## config.mk

```make
export PLATFORM = sky130hd
export DESIGN_NAME = wb_interconnect_rr_nxm
export DESIGN_NICKNAME = d
export VERILOG_FILES = /design/src/rtl/wb_interconnect_rr_nxm.sv
export SDC_FILE = /design/constraint.sdc
export NUM_CORES = 1
export LEC_CHECK = 0
export BUFFER_PORTS_ARGS = -buffer_cell sky130_fd_sc_hd__buf_4
export CAP_MARGIN = 15
export CELL_PAD_IN_SITES_DETAIL_PLACEMENT = 1
export CELL_PAD_IN_SITES_GLOBAL_PLACEMENT = 1
export CORE_AREA = 2 2 258 260
export CTS_BUF_LIST = sky130_fd_sc_hd__clkbuf_4 sky130_fd_sc_hd__clkbuf_8 sky130_fd_sc_hd__clkbuf_16
export CTS_CLUSTER_DIAMETER = 100
export DETAILED_ROUTE_END_ITERATION = 10
export DIE_AREA = 0 0 260 262
export PLACE_DENSITY_LB_ADDON = 0.1
export SETUP_SLACK_MARGIN = 0.3
export SKIP_CTS_REPAIR_TIMING = 1
export SLEW_MARGIN = 5
export SYNTH_ARGS = -nofsm -noshare
export SYNTH_HDL_FRONTEND = slang
export SYNTH_SLANG_ARGS = --single-unit
```

## constraint.sdc

```tcl
create_clock -name clk_i -period 1.72 [get_ports clk_i]
set_clock_uncertainty 0.05 [all_clocks]
set_input_delay 0 -clock clk_i [delete_from_list [all_inputs] [get_ports clk_i]]
set_output_delay 0 -clock clk_i [all_outputs]
set_load 0.05 [all_outputs]
```

## src/rtl/wb_interconnect_rr_nxm.sv

```systemverilog
// -----------------------------------------------------------------------------
// wb_interconnect_rr_nxm
// Wishbone B4 classic crossbar: N_MASTERS initiators to N_SLAVES targets.
// Each slave has a round-robin arbiter. A grant stays locked for the whole
// CYC of the winning master. Addresses are decoded against inclusive
// base/limit windows, where the lowest matching slave wins. Unmapped strobes
// get a one-cycle ERR from a built-in responder.
//
// Optional feature: define WB_IC_TIMEOUT_EN to add a per-slave response
// watchdog. A stalled access is then terminated with ERR after
// TIMEOUT_CYCLES cycles.
//
// Ports (all vectors packed, element k at slice k):
//   clk_i, rst_i              clock, synchronous active-high reset
//   m_adr_i .. m_we_i         master requests (adr/dat_w/sel/cti/bte/cyc/stb/we)
//   m_dat_r_o/m_ack_o/m_err_o responses to each master
//   s_adr_o .. s_we_o         requests forwarded to each slave
//   s_dat_r_i/s_ack_i/s_err_i responses from each slave
// -----------------------------------------------------------------------------
module wb_interconnect_rr_nxm #(
  parameter int unsigned WB_ADDR_WIDTH  = 32,
  parameter int unsigned WB_DATA_WIDTH  = 32,
  parameter int unsigned N_MASTERS      = 2,
  parameter int unsigned N_SLAVES       = 4,
  parameter logic [N_SLAVES*WB_ADDR_WIDTH-1:0] SLAVE_BASE  = '0,
  parameter logic [N_SLAVES*WB_ADDR_WIDTH-1:0] SLAVE_LIMIT = '0,
  parameter int unsigned TIMEOUT_CYCLES = 255
) (
  input  logic                               clk_i,
  input  logic                               rst_i,
  input  logic [N_MASTERS*WB_ADDR_WIDTH-1:0] m_adr_i,
  input  logic [N_MASTERS*WB_DATA_WIDTH-1:0] m_dat_w_i,
  input  logic [N_MASTERS*WB_DATA_WIDTH/8-1:0] m_sel_i,
  input  logic [N_MASTERS*3-1:0]             m_cti_i,
  input  logic [N_MASTERS*2-1:0]             m_bte_i,
  input  logic [N_MASTERS-1:0]               m_cyc_i,
  input  logic [N_MASTERS-1:0]               m_stb_i,
  input  logic [N_MASTERS-1:0]               m_we_i,
  output logic [N_MASTERS*WB_DATA_WIDTH-1:0] m_dat_r_o,
  output logic [N_MASTERS-1:0]               m_ack_o,
  output logic [N_MASTERS-1:0]               m_err_o,
  output logic [N_SLAVES*WB_ADDR_WIDTH-1:0]  s_adr_o,
  output logic [N_SLAVES*WB_DATA_WIDTH-1:0]  s_dat_w_o,
  output logic [N_SLAVES*WB_DATA_WIDTH/8-1:0] s_sel_o,
  output logic [N_SLAVES*3-1:0]              s_cti_o,
  output logic [N_SLAVES*2-1:0]              s_bte_o,
  output logic [N_SLAVES-1:0]                s_cyc_o,
  output logic [N_SLAVES-1:0]                s_stb_o,
  output logic [N_SLAVES-1:0]                s_we_o,
  input  logic [N_SLAVES*WB_DATA_WIDTH-1:0]  s_dat_r_i,
  input  logic [N_SLAVES-1:0]                s_ack_i,
  input  logic [N_SLAVES-1:0]                s_err_i
);

  localparam int unsigned AW  = WB_ADDR_WIDTH;
  localparam int unsigned DW  = WB_DATA_WIDTH;
  localparam int unsigned SW  = WB_DATA_WIDTH / 8;
  localparam int unsigned MW  = (N_MASTERS > 1) ? $clog2(N_MASTERS) : 1;
  localparam int unsigned SIW = (N_SLAVES > 1) ? $clog2(N_SLAVES) : 1;

  typedef enum logic {
    S_IDLE    = 1'b0,
    S_GRANTED = 1'b1
  } state_e;

  state_e         state_q [N_SLAVES];
  state_e         state_d [N_SLAVES];
  logic [MW-1:0]  owner_q [N_SLAVES];
  logic [MW-1:0]  owner_d [N_SLAVES];
  logic [MW-1:0]  ptr_q   [N_SLAVES];
  logic [MW-1:0]  ptr_d   [N_SLAVES];
  logic [N_MASTERS-1:0] err_q;
  logic [N_MASTERS-1:0] err_d;

  logic [N_MASTERS-1:0] req_s;
  logic [N_MASTERS-1:0] dec_hit_s;
  logic [SIW-1:0]       dec_idx_s [N_MASTERS];
  logic [N_MASTERS-1:0] busy_s;
  logic [N_SLAVES-1:0]  tmo_s;

  assign req_s = m_cyc_i & m_stb_i;

  // Address decode: iterate downwards so the lowest matching slave wins.
  always_comb begin
    for (int i = 0; i < N_MASTERS; i++) begin
      dec_hit_s[i] = 1'b0;
      dec_idx_s[i] = '0;
      for (int j = N_SLAVES - 1; j >= 0; j--) begin
        if ((m_adr_i[i*AW +: AW] >= SLAVE_BASE[j*AW +: AW]) &&
            (m_adr_i[i*AW +: AW] <= SLAVE_LIMIT[j*AW +: AW])) begin
          dec_hit_s[i] = 1'b1;
          dec_idx_s[i] = SIW'(j);
        end else begin
          dec_hit_s[i] = dec_hit_s[i];
        end
      end
    end
  end

  // Masters that already own a slave. They cannot win a second grant until
  // the current one is released.
  always_comb begin
    busy_s = '0;
    for (int j = 0; j < N_SLAVES; j++) begin
      for (int i = 0; i < N_MASTERS; i++) begin
        if ((state_q[j] == S_GRANTED) && (owner_q[j] == MW'(i))) begin
          busy_s[i] = 1'b1;
        end else begin
          busy_s[i] = busy_s[i];
        end
      end
    end
  end

`ifdef WB_IC_TIMEOUT_EN
  localparam int unsigned TW = $clog2(TIMEOUT_CYCLES + 1);

  logic [TW-1:0] cnt_q [N_SLAVES];
  logic [TW-1:0] cnt_d [N_SLAVES];

  // Watchdog: count stalled strobe cycles of a granted slave.
  always_comb begin
    for (int j = 0; j < N_SLAVES; j++) begin
      tmo_s[j] = (state_q[j] == S_GRANTED) && (cnt_q[j] == TW'(TIMEOUT_CYCLES));
      if ((state_q[j] != S_GRANTED) || s_ack_i[j] || s_err_i[j] || tmo_s[j]) begin
        cnt_d[j] = '0;
      end else if (m_stb_i[owner_q[j]]) begin
        cnt_d[j] = cnt_q[j] + TW'(1);
      end else begin
        cnt_d[j] = cnt_q[j];
      end
    end
  end

  // Watchdog counter registers.
  always_ff @(posedge clk_i) begin
    for (int j = 0; j < N_SLAVES; j++) begin
      if (rst_i) begin
        cnt_q[j] <= '0;
      end else begin
        cnt_q[j] <= cnt_d[j];
      end
    end
  end
`else
  // Keeps the limit parameter referenced in builds without the watchdog.
  logic unused_tmo_s;
  assign unused_tmo_s = ^TIMEOUT_CYCLES;
  assign tmo_s        = '0;
`endif

  // Per-slave arbitration FSM: next state, owner and round-robin pointer.
  always_comb begin
    for (int j = 0; j < N_SLAVES; j++) begin
      logic          found;
      logic [MW-1:0] ci;
      logic [MW-1:0] own;
      int unsigned   cand;
      state_d[j] = state_q[j];
      owner_d[j] = owner_q[j];
      ptr_d[j]   = ptr_q[j];
      found      = 1'b0;
      ci         = '0;
      cand       = 0;
      own        = owner_q[j];
      case (state_q[j])
        S_IDLE: begin
          // Search starts one past the last winner.
          for (int unsigned k = 1; k <= N_MASTERS; k++) begin
            cand = (32'(ptr_q[j]) + k) % N_MASTERS;
            ci   = MW'(cand);
            if (!found && req_s[ci] && dec_hit_s[ci] &&
                (dec_idx_s[ci] == SIW'(j)) && !busy_s[ci]) begin
              found      = 1'b1;
              state_d[j] = S_GRANTED;
              owner_d[j] = ci;
              ptr_d[j]   = ci;
            end else begin
              found = found;
            end
          end
        end
        S_GRANTED: begin
          // Release on CYC drop, on a strobe aimed elsewhere, or on watchdog.
          if (!m_cyc_i[own] ||
              (m_stb_i[own] && (!dec_hit_s[own] || (dec_idx_s[own] != SIW'(j)))) ||
              tmo_s[j]) begin
            state_d[j] = S_IDLE;
          end else begin
            state_d[j] = S_GRANTED;
          end
        end
        default: begin
          state_d[j] = S_IDLE;
        end
      endcase
    end
  end

  // Unmapped responder: ERR one cycle after the strobe, then one forced-low cycle.
  always_comb begin
    for (int i = 0; i < N_MASTERS; i++) begin
      err_d[i] = req_s[i] & ~dec_hit_s[i] & ~err_q[i];
    end
  end

  // Arbitration state and unmapped-error registers.
  always_ff @(posedge clk_i) begin
    if (rst_i) begin
      for (int j = 0; j < N_SLAVES; j++) begin
        state_q[j] <= S_IDLE;
        owner_q[j] <= '0;
        ptr_q[j]   <= MW'(N_MASTERS - 1);
      end
      err_q <= '0;
    end else begin
      for (int j = 0; j < N_SLAVES; j++) begin
        state_q[j] <= state_d[j];
        owner_q[j] <= owner_d[j];
        ptr_q[j]   <= ptr_d[j];
      end
      err_q <= err_d;
    end
  end

  // Crossbar datapath: forward the owner's request and route the response back.
  always_comb begin
    s_adr_o   = '0;
    s_dat_w_o = '0;
    s_sel_o   = '0;
    s_cti_o   = '0;
    s_bte_o   = '0;
    s_cyc_o   = '0;
    s_stb_o   = '0;
    s_we_o    = '0;
    m_dat_r_o = '0;
    m_ack_o   = '0;
    m_err_o   = err_q;
    for (int j = 0; j < N_SLAVES; j++) begin
      logic [MW-1:0] own;
      int unsigned   oi;
      own = owner_q[j];
      oi  = 32'(owner_q[j]);
      if (state_q[j] == S_GRANTED) begin
        s_adr_o[j*AW +: AW]   = m_adr_i[oi*AW +: AW];
        s_dat_w_o[j*DW +: DW] = m_dat_w_i[oi*DW +: DW];
        s_sel_o[j*SW +: SW]   = m_sel_i[oi*SW +: SW];
        s_cti_o[j*3 +: 3]     = m_cti_i[oi*3 +: 3];
        s_bte_o[j*2 +: 2]     = m_bte_i[oi*2 +: 2];
        s_we_o[j]             = m_we_i[own];
        s_cyc_o[j]            = m_cyc_i[own] & ~tmo_s[j];
        s_stb_o[j]            = m_stb_i[own] & ~tmo_s[j];
        m_dat_r_o[oi*DW +: DW] = m_dat_r_o[oi*DW +: DW] | s_dat_r_i[j*DW +: DW];
        m_ack_o[own]          = m_ack_o[own] | (s_ack_i[j] & ~tmo_s[j]);
        m_err_o[own]          = m_err_o[own] | s_err_i[j] | tmo_s[j];
      end else begin
        s_cyc_o[j] = 1'b0;
      end
    end
  end

endmodule

```

# [Yosys cells after proc, flatten, opt, wreduce, memory -nomap -nowiden]
# Memory sizes are Yosys's and may differ from the RTL's.
# Cells that the tools add are included.
# W data, S select, Z words.
[word_totals] register_bits=2 n_memories=3 output_inout_bits=372 ram_bits=12
[mem_list] name="owner_q" depth=4 word_bits=1 rd=4 rd_clocked_by_memory_dff=0 wr=4 line="68" text="logic [MW-1:0] owner_q [N_SLAVES];"
[mem_list] name="ptr_q" depth=4 word_bits=1 rd=4 rd_clocked_by_memory_dff=0 wr=4 line="70" text="logic [MW-1:0] ptr_q [N_SLAVES];"
[mem_list] name="state_q" depth=4 word_bits=1 rd=4 rd_clocked_by_memory_dff=0 wr=4 line="66" text="state_e state_q [N_SLAVES];"
[op_classes] add_sub_neg=12 reduce_logical=77 eq_ne=9 muxes=250 bitwise_logic=55 shifts=32 n_lt_le_gt_ge=32 n_mul=4
[op_table] operator="$shiftx A64 B7 Y32" n=11
[op_table] operator="$mux W32" n=8
[op_table] operator="$mux W64" n=4
[op_table] operator="$shift A32 B34 Y64 const A" n=4
[op_table] operator="$shiftx A32 B34 Y64" n=4
[op_table] operator="$bwmux W64" n=3
[op_table] operator="$mux W1" n=176
[op_table] operator="$neg A6 Y34" n=4
[op_table] operator="$or A32 B32 Y32" n=4
[op_table] operator="$mux W2" n=36
[op_table] operator="$and A64 B64 Y64" n=1
[op_table] operator="$ge A32 B1 Y1 const B" n=2
[op_table] operator="$le A32 B1 Y1 const B" n=2
[op_table] operator="$shiftx A64 B7 Y32 const A" n=1
[op_table] operator="$logic_and A1 B1 Y1" n=46
[op_table] operator="$shiftx A8 B4 Y4" n=4
[op_table] operator="$ge A2 B2 Y1 const B" n=12
[op_table] operator="$lt A1 B2 Y1 const B" n=12
[op_table] operator="$not A1 Y2" n=12
[op_table] operator="$shiftx A6 B4 Y3" n=4
[op_table] operator="$logic_not A1 Y1" n=20
[op_table] operator="$or A1 B1 Y1" n=20
[op_table] operator="$mux W4" n=4
[op_table] operator="$shiftx A4 B3 Y2" n=4
[op_table] operator="17 further kinds" n=73

# [Depth between registers and ports, before layout]
# Gate-level depths: netlist of the first run.
# An unclocked memory read counts as a cell.
[logic_depth] word_depth=22 mapped_depth=6 depth_no_buf=5

# [Worst setup path before layout of the first run]
# No wires, ideal clock.
[synth_path] path_kind="reg-to-output" startpoint="memory owner_q[0] (netlist name)" endpoint="output port s_adr_o[0]" path_stages_with_launch=6 t_arrival_ns=1.658 slack_ns=0.012 t_required_ns=1.670 cell_sequence="dfxtp_1 -> clkbuf_1 -> buf_2 -> buf_2 -> mux2i_1 -> nor2_1"
[synth_rtl] element="from (decl)" line="68"
[synth_rtl] element="to (decl)" line="42" text="output logic [N_SLAVES*WB_ADDR_WIDTH-1:0] s_adr_o,"

==> results.cfg, run 1 <==
[sta]
worst_slew_pin_slew_ns = 0.540
setup_viol = 0
fin_crit_ns = 1.67
layout_worst_path_cycle_share_pct = 97.2
drv_slew = 0
clock.fmax_mhz = 598
relSlewSlack_pct = 64.0
rsz0062_at_grt = true
finalWorstSetupSlack_ns = 0.0474
finalHoldViolCount = 0

[clocking]
clk_path_buf_depth = 2
clkLatencyLatePin_ns = 0.23
clk_pin_slew_ns = 0.04
cts_tree = yes
cts_sinks = 8
cts-root-buf = clkbuf_16
cts-htree-levels = 1
cts_buffers = 3

[floorplan]
ioPinCount = 662
coreArea_mm2 = 0.0653
placementRows = 94
die_area_mm2 = 0.0681
start_util_pct = 6.16
fp.dieW_um = 260
die_h_um = 262

[global_routing]
grt_util_met2_pct = 23.0
grt_usage_pct = 11.5
grtUsageMet3_pct = 3.33
grt_overflow = 0
grtUsageMet1_pct = 12.2
grt_pass1_wl_um = 57200
antenna_found_initial = 2
gr-max-usage-layer = met2
grt_pass1_vias = 7625
grt_max_degree = 77

[layout]
area_growth_syn_to_layout_pct = 214
final_nets = 1624
fin_area_mm2 = 0.0126
layout-drive-gt1-share_pct = 67.2
nFillCells = 7760

[pwr]
ir_drop_v = 0.000198
power.leakage_nw = 5.96
switching_power_mw = 0.445
clockPowerShare_pct = 28.6
powerDensity_mw_per_mm2 = 117
swShare_pct = 30.0
p_int_mw = 1.04
comb_power_share_pct = 58.4
p_seq_share_pct = 13.0

[route]
via_count = 7569
drtIter0Drc = 262
drc = 0
routedWlPerCell_um = 21.9
firstDrtPassIters = 6
vias_per_cell = 3.44
routed_wl_um = 48200
ant_nets = 0

[placed_design]
place_area_mm2 = 0.0106
dp_hpwl_um = 35000
pre_cts_ws_ns = -0.177
portBuffers = 661
gp_congestion = 0.744

[critical_path]
critPathSlowestCell = a222oi_1
critPathArrivalTime_ns = 1.62
critPathLaunchType = register
crit_fanout = 6
cpPeakStageDelay_ns = 0.40
cp.required_ns = 1.67
crit_chain = buf_16, buf_8, a222oi_1, nand2_2, buf_8
endpoint_kind = output pin
path_class = reg2out
crit_buf_inv = 3
worst_path_most_repeated_cell = buf_8
cp_top_family = buffers and inverters

[run_status]
outcome = complete, no violations

[yosys]
ys_types = 32
syn_inst = 637
syn_area_per_cell_um2 = 6.31
synth-simple-area-share_pct = 60.0
synthAdderAreaFrac_pct = 0
syn_area_mm2 = 0.00402
synth_top_family_by_area = simple AND/OR/NAND/NOR gates
synthMuxAreaShare_pct = 18.7
synth-compound-area-share_pct = 10.6
ys_warn_count = 0
synth_xor_area_share_pct = 0
synth_nets = 927
yosysSeqAreaShare_pct = 4.23
ys_ff_latch = 8

[worst_hold_path]
min_path_type = in2reg

[flow_run]
drv_cap = 0
## cell usage in the layout, fill, tap and decap left out, types with 16 or more instances in the layout
master	count
a222oi_1	34
and2_1	212
and2_4	19
and3_1	33
buf_12	21
buf_4	615
buf_6	50
buf_8	47
clkbuf_16	18
mux2i_1	45
mux2i_4	27
nand2_1	45
nand2_2	24
nor2_1	29
nor2_4	36
nor4_1	16
## metal layers
layer	wire length, um	part of all wire [%]
met1	17900	37
met2	26500	55
met3	3500	7.3
met4	321	0.67
met5	0	0
## synthesized netlist by cell type
cell        n  area (um^2)
nand2_1    71          267
or2_0       1         6.26
a31oi_1     1         6.26
nor3_2      1         10.0
nor2_2      2         12.5
a31o_2      1         8.76
inv_2       1         3.75
mux2i_1    75          751
edfxtp_1    1         30.0
o21bai_1    1         7.51
and3_1     33          206
clkbuf_1   46          173
nand2b_1    1         6.26
nor4_1     17          106
inv_1       1         3.75
nor2_1     77          289
a32oi_1     2         17.5
nand4_1     4         25.0
a311oi_1    1         8.76
or3_1       2         12.5
buf_1       5         18.8
dfxtp_1     7          140
a222oi_1   34          340
a21oi_1     2         10.0
buf_2      13         65.1
o21ba_1     1         10.0
o32ai_1     1         8.76
o22ai_1     1         6.26
nor4_2      1         12.5
nand3_1     1         5.00
and2_1    231         1450
nor3b_1     1         7.51
## final timing paths
kind                                       to  depth (start not counted)       start  slack [ns]
worst min register to register       err_q[0]                          1    err_q[0]        0.53
worst max-delay path            m_dat_r_o[14]                          5  state_q[1]        0.05
worst min-delay path                 err_q[1]                          3  m_stb_i[1]        0.03
worst max register to register       ptr_q[0]                          4  state_q[1]        0.11
## layout make-up
cell class	instances	area [um^2]	share of cell area, %
repair buffers	756	6880	54.5
multi-input cells	563	4370	34.6
well taps	864	1080	8.56
flip-flops and latches	8	186	1.48
clock buffers	4	82.6	0.654
inverters	2	12.5	0.0991
diodes	2	5.00	0.0396
## through the flow
stage | std cells | utilization [%] | power (mW) | hold WS (ns) | TNS, ns
floorplan | 637 | - | 0.308 | 0.0275 | 0
global placement | 2132 | 16.2 | 0.984 | 0.215 | -0.578
detailed placement | 2132 | 16.2 | 0.988 | 0.210 | -0.481
CTS | 2136 | 16.3 | 1.42 | -0.0342 | -0.265
global route | 2198 | 19.3 | 1.56 | 0.0492 | -0.0457
finish | 2199 | 19.3 | 1.48 | 0.0339 | 0
## worst register-to-register path, cell delays in order, from the launching register on
cell	delay (ns)
dfxtp_4	0.38
or3_1	0.42
nor3_4	0.18
a32oi_1	0.13
o21bai_1	0.15
## power by group through the flow
stage	registers, mW	clock network, mW	logic (mW)
4_1_cts	0.193	0.433	0.795
3_3_place_gp	0.195	0	0.789
3_5_place_dp	0.196	0	0.793
2_1_floorplan	0.198	0	0.110
5_1_grt	0.193	0.442	0.929
6_report	0.192	0.423	0.865
## flip-flops by register name (all words and copies together), names as in the netlist
signal,count
state_q,4
err_q,2
ptr_q,1
owner_q,1
## cell families after synthesis
group                  count (synthesis)
flip-flops                             8
buffers and inverters                 66
multiplexers                          75
AND/OR/NAND/NOR                      443
AO/OA/AOI/OAI                         45
Power figures use the tool's default switching activity.
==> inputs of run 2 (changes only) <==
--- a/config.mk
+++ b/config.mk
@@ -17,6 +17,7 @@
 export PLACE_DENSITY_LB_ADDON = 0.1
 export SETUP_SLACK_MARGIN = 0.3
 export SKIP_CTS_REPAIR_TIMING = 1
+export SKIP_LAST_GASP = 1
 export SLEW_MARGIN = 5
 export SYNTH_ARGS = -nofsm -noshare
 export SYNTH_HDL_FRONTEND = slang
==> constraint.sdc (replaced) <==
create_clock -name clk_i -period 2.05 [get_ports clk_i]
set_clock_uncertainty 0.05 [all_clocks]
set_input_delay 0 -clock clk_i [delete_from_list [all_inputs] [get_ports clk_i]]
set_output_delay 0 -clock clk_i [all_outputs]
set_load 0.05 [all_outputs]
==> results.cfg, run 2 (synthesized netlist as in run 1, its figures left out) <==
[critical_path]
cp.required_ns = 2.00
critPathArrivalTime_ns = 1.70
crit_fanout = 12
reg2reg_to = ptr_q[0]
crit_chain = buf_16, a222oi_1, nand2_1, buf_6
reg2reg_from = state_q[1]
path_class = reg2out
rrSetupSlack_ns = 0.40
critPathLaunchType = register
cpPeakStageDelay_ns = 0.60
critPathSlowestCell = a222oi_1
worst-r2r-cell-count = 4
endpoint_kind = output pin

[layout]
fin_area_mm2 = 0.0105
area_growth_syn_to_layout_pct = 162
nFillCells = 7971
mostFrequentLayoutCells = buf_4, and2_1, nor2_1
final_nets = 1575
largest_registers = state_q x4, err_q x2
largest_reg_flops = 4
mostFrequentLayoutCell = buf_4
multi_input_comb_area_mm2 = 0.00360
ff_latch_area_um2 = 185
post-route-util_pct = 16.1
layout-drive-gt1-share_pct = 56.1
largest-register = state_q

[global_routing]
grt_usage_pct = 11.5
grt_pass1_vias = 7370
grt_overflow = 0
antenna_found_initial = 2
grt_pass1_wl_um = 57300
grt_max_degree = 56

[pwr]
power.total_mw = 1.14
powerDensity_mw_per_mm2 = 108
power.leakage_nw = 5.36
ir_drop_v = 0.000175

[route]
drc = 0
drtIter0Drc = 315
routedWlPerCell_um = 21.0
via_count = 7289
vias_per_cell = 3.39
firstDrtPassIters = 5
routed_wl_um = 45100
ant_nets = 0

[run_status]
outcome = complete, no violations

[floorplan]
fp.dieW_um = 260
placementRows = 94
die_area_mm2 = 0.0681
ioPinCount = 662
coreArea_mm2 = 0.0653
die_h_um = 262
start_util_pct = 6.16

[sta]
layout_worst_path_cycle_share_pct = 85.3
rsz0062_at_grt = true
fin_crit_ns = 1.75
worst_slew_pin_slew_ns = 0.604
relSlewSlack_pct = 59.4
finalWorstSetupSlack_ns = 0.301
clock.fmax_mhz = 572
finalHoldViolCount = 0
setup_viol = 0
drv_slew = 0
tns_ns = 0

[placed_design]
place_area_mm2 = 0.0101
dp_hpwl_um = 35700
pre_cts_ws_ns = 0.191
portBuffers = 661
gp_congestion = 0.749

[flow_run]
drv_cap = 0

[worst_hold_path]
holdPathStages = 3
min_to = err_q[1]
holdCritStartpoint = m_stb_i[1]
min_path_type = in2reg

[clocking]
cts_tree = yes
cts-root-buf = clkbuf_16
cts_buffers = 3
clk_pin_slew_ns = 0.04
cts_sinks = 8
clkLatencyLatePin_ns = 0.23
clk_path_buf_depth = 2
cts-htree-levels = 1
run 2: worst max path at each step:
| stage | depth (start not counted) | from | slack [ns] | endpoint |
|---|---|---|---|---|
| floorplan | 5 | owner_q[0] | 0.34 | s_adr_o[0] |
| detailed placement | 6 | m_adr_i[35] | 0.19 | ptr_q[0] |
| global placement | 6 | m_adr_i[35] | 0.10 | ptr_q[0] |
| CTS | 5 | owner_q[0] | 0.14 | m_dat_r_o[21] |
| finish | 4 | state_q[1] | 0.30 | m_dat_r_o[0] |
| global route | 6 | state_q[0] | 0.27 | m_dat_r_o[21] |
run 2: power breakdown:
part | switching, mW | internal (mW)
Combinational | 0.233 | 0.397
Sequential | 0.00233 | 0.157
Clock | 0.0757 | 0.272
Total | 0.311 | 0.826
run 2: worst max-delay path: cells and delay by family (launching register included):
kind / cells / cell delay, ns
AOI/OAI and AO/OA: 1 / 0.60
buffers and inverters: 2 / 0.34
DFF: 1 / 0.38
and+or+nand+nor: 1 / 0.14
run 2: cell type report:
type	instances	area share (%)
timing repair buffer	707	53.0
multi-input combinational	563	34.1
tap	864	10.3
sequential	8	1.76
clock buffer	4	0.783
inverter	2	0.0831
antenna	1	0.0237
run 2: per-layer routing:
metal  global-route usage [%]  wire, um  vias up
met5                        0         0        -
met4                     1.02       270        0
met3                     2.62      2930        6
met2                     23.4     25000      318
met1                     12.3     16800     3494
li1                         -         -     3471
run 2: stage by stage:
stage,std cells,hold slack (ns)
floorplan,637,0.0275
global placement,2128,0.205
detailed placement,2128,0.197
CTS,2132,-0.0400
global route,2148,0.0307
finish,2149,0.0253
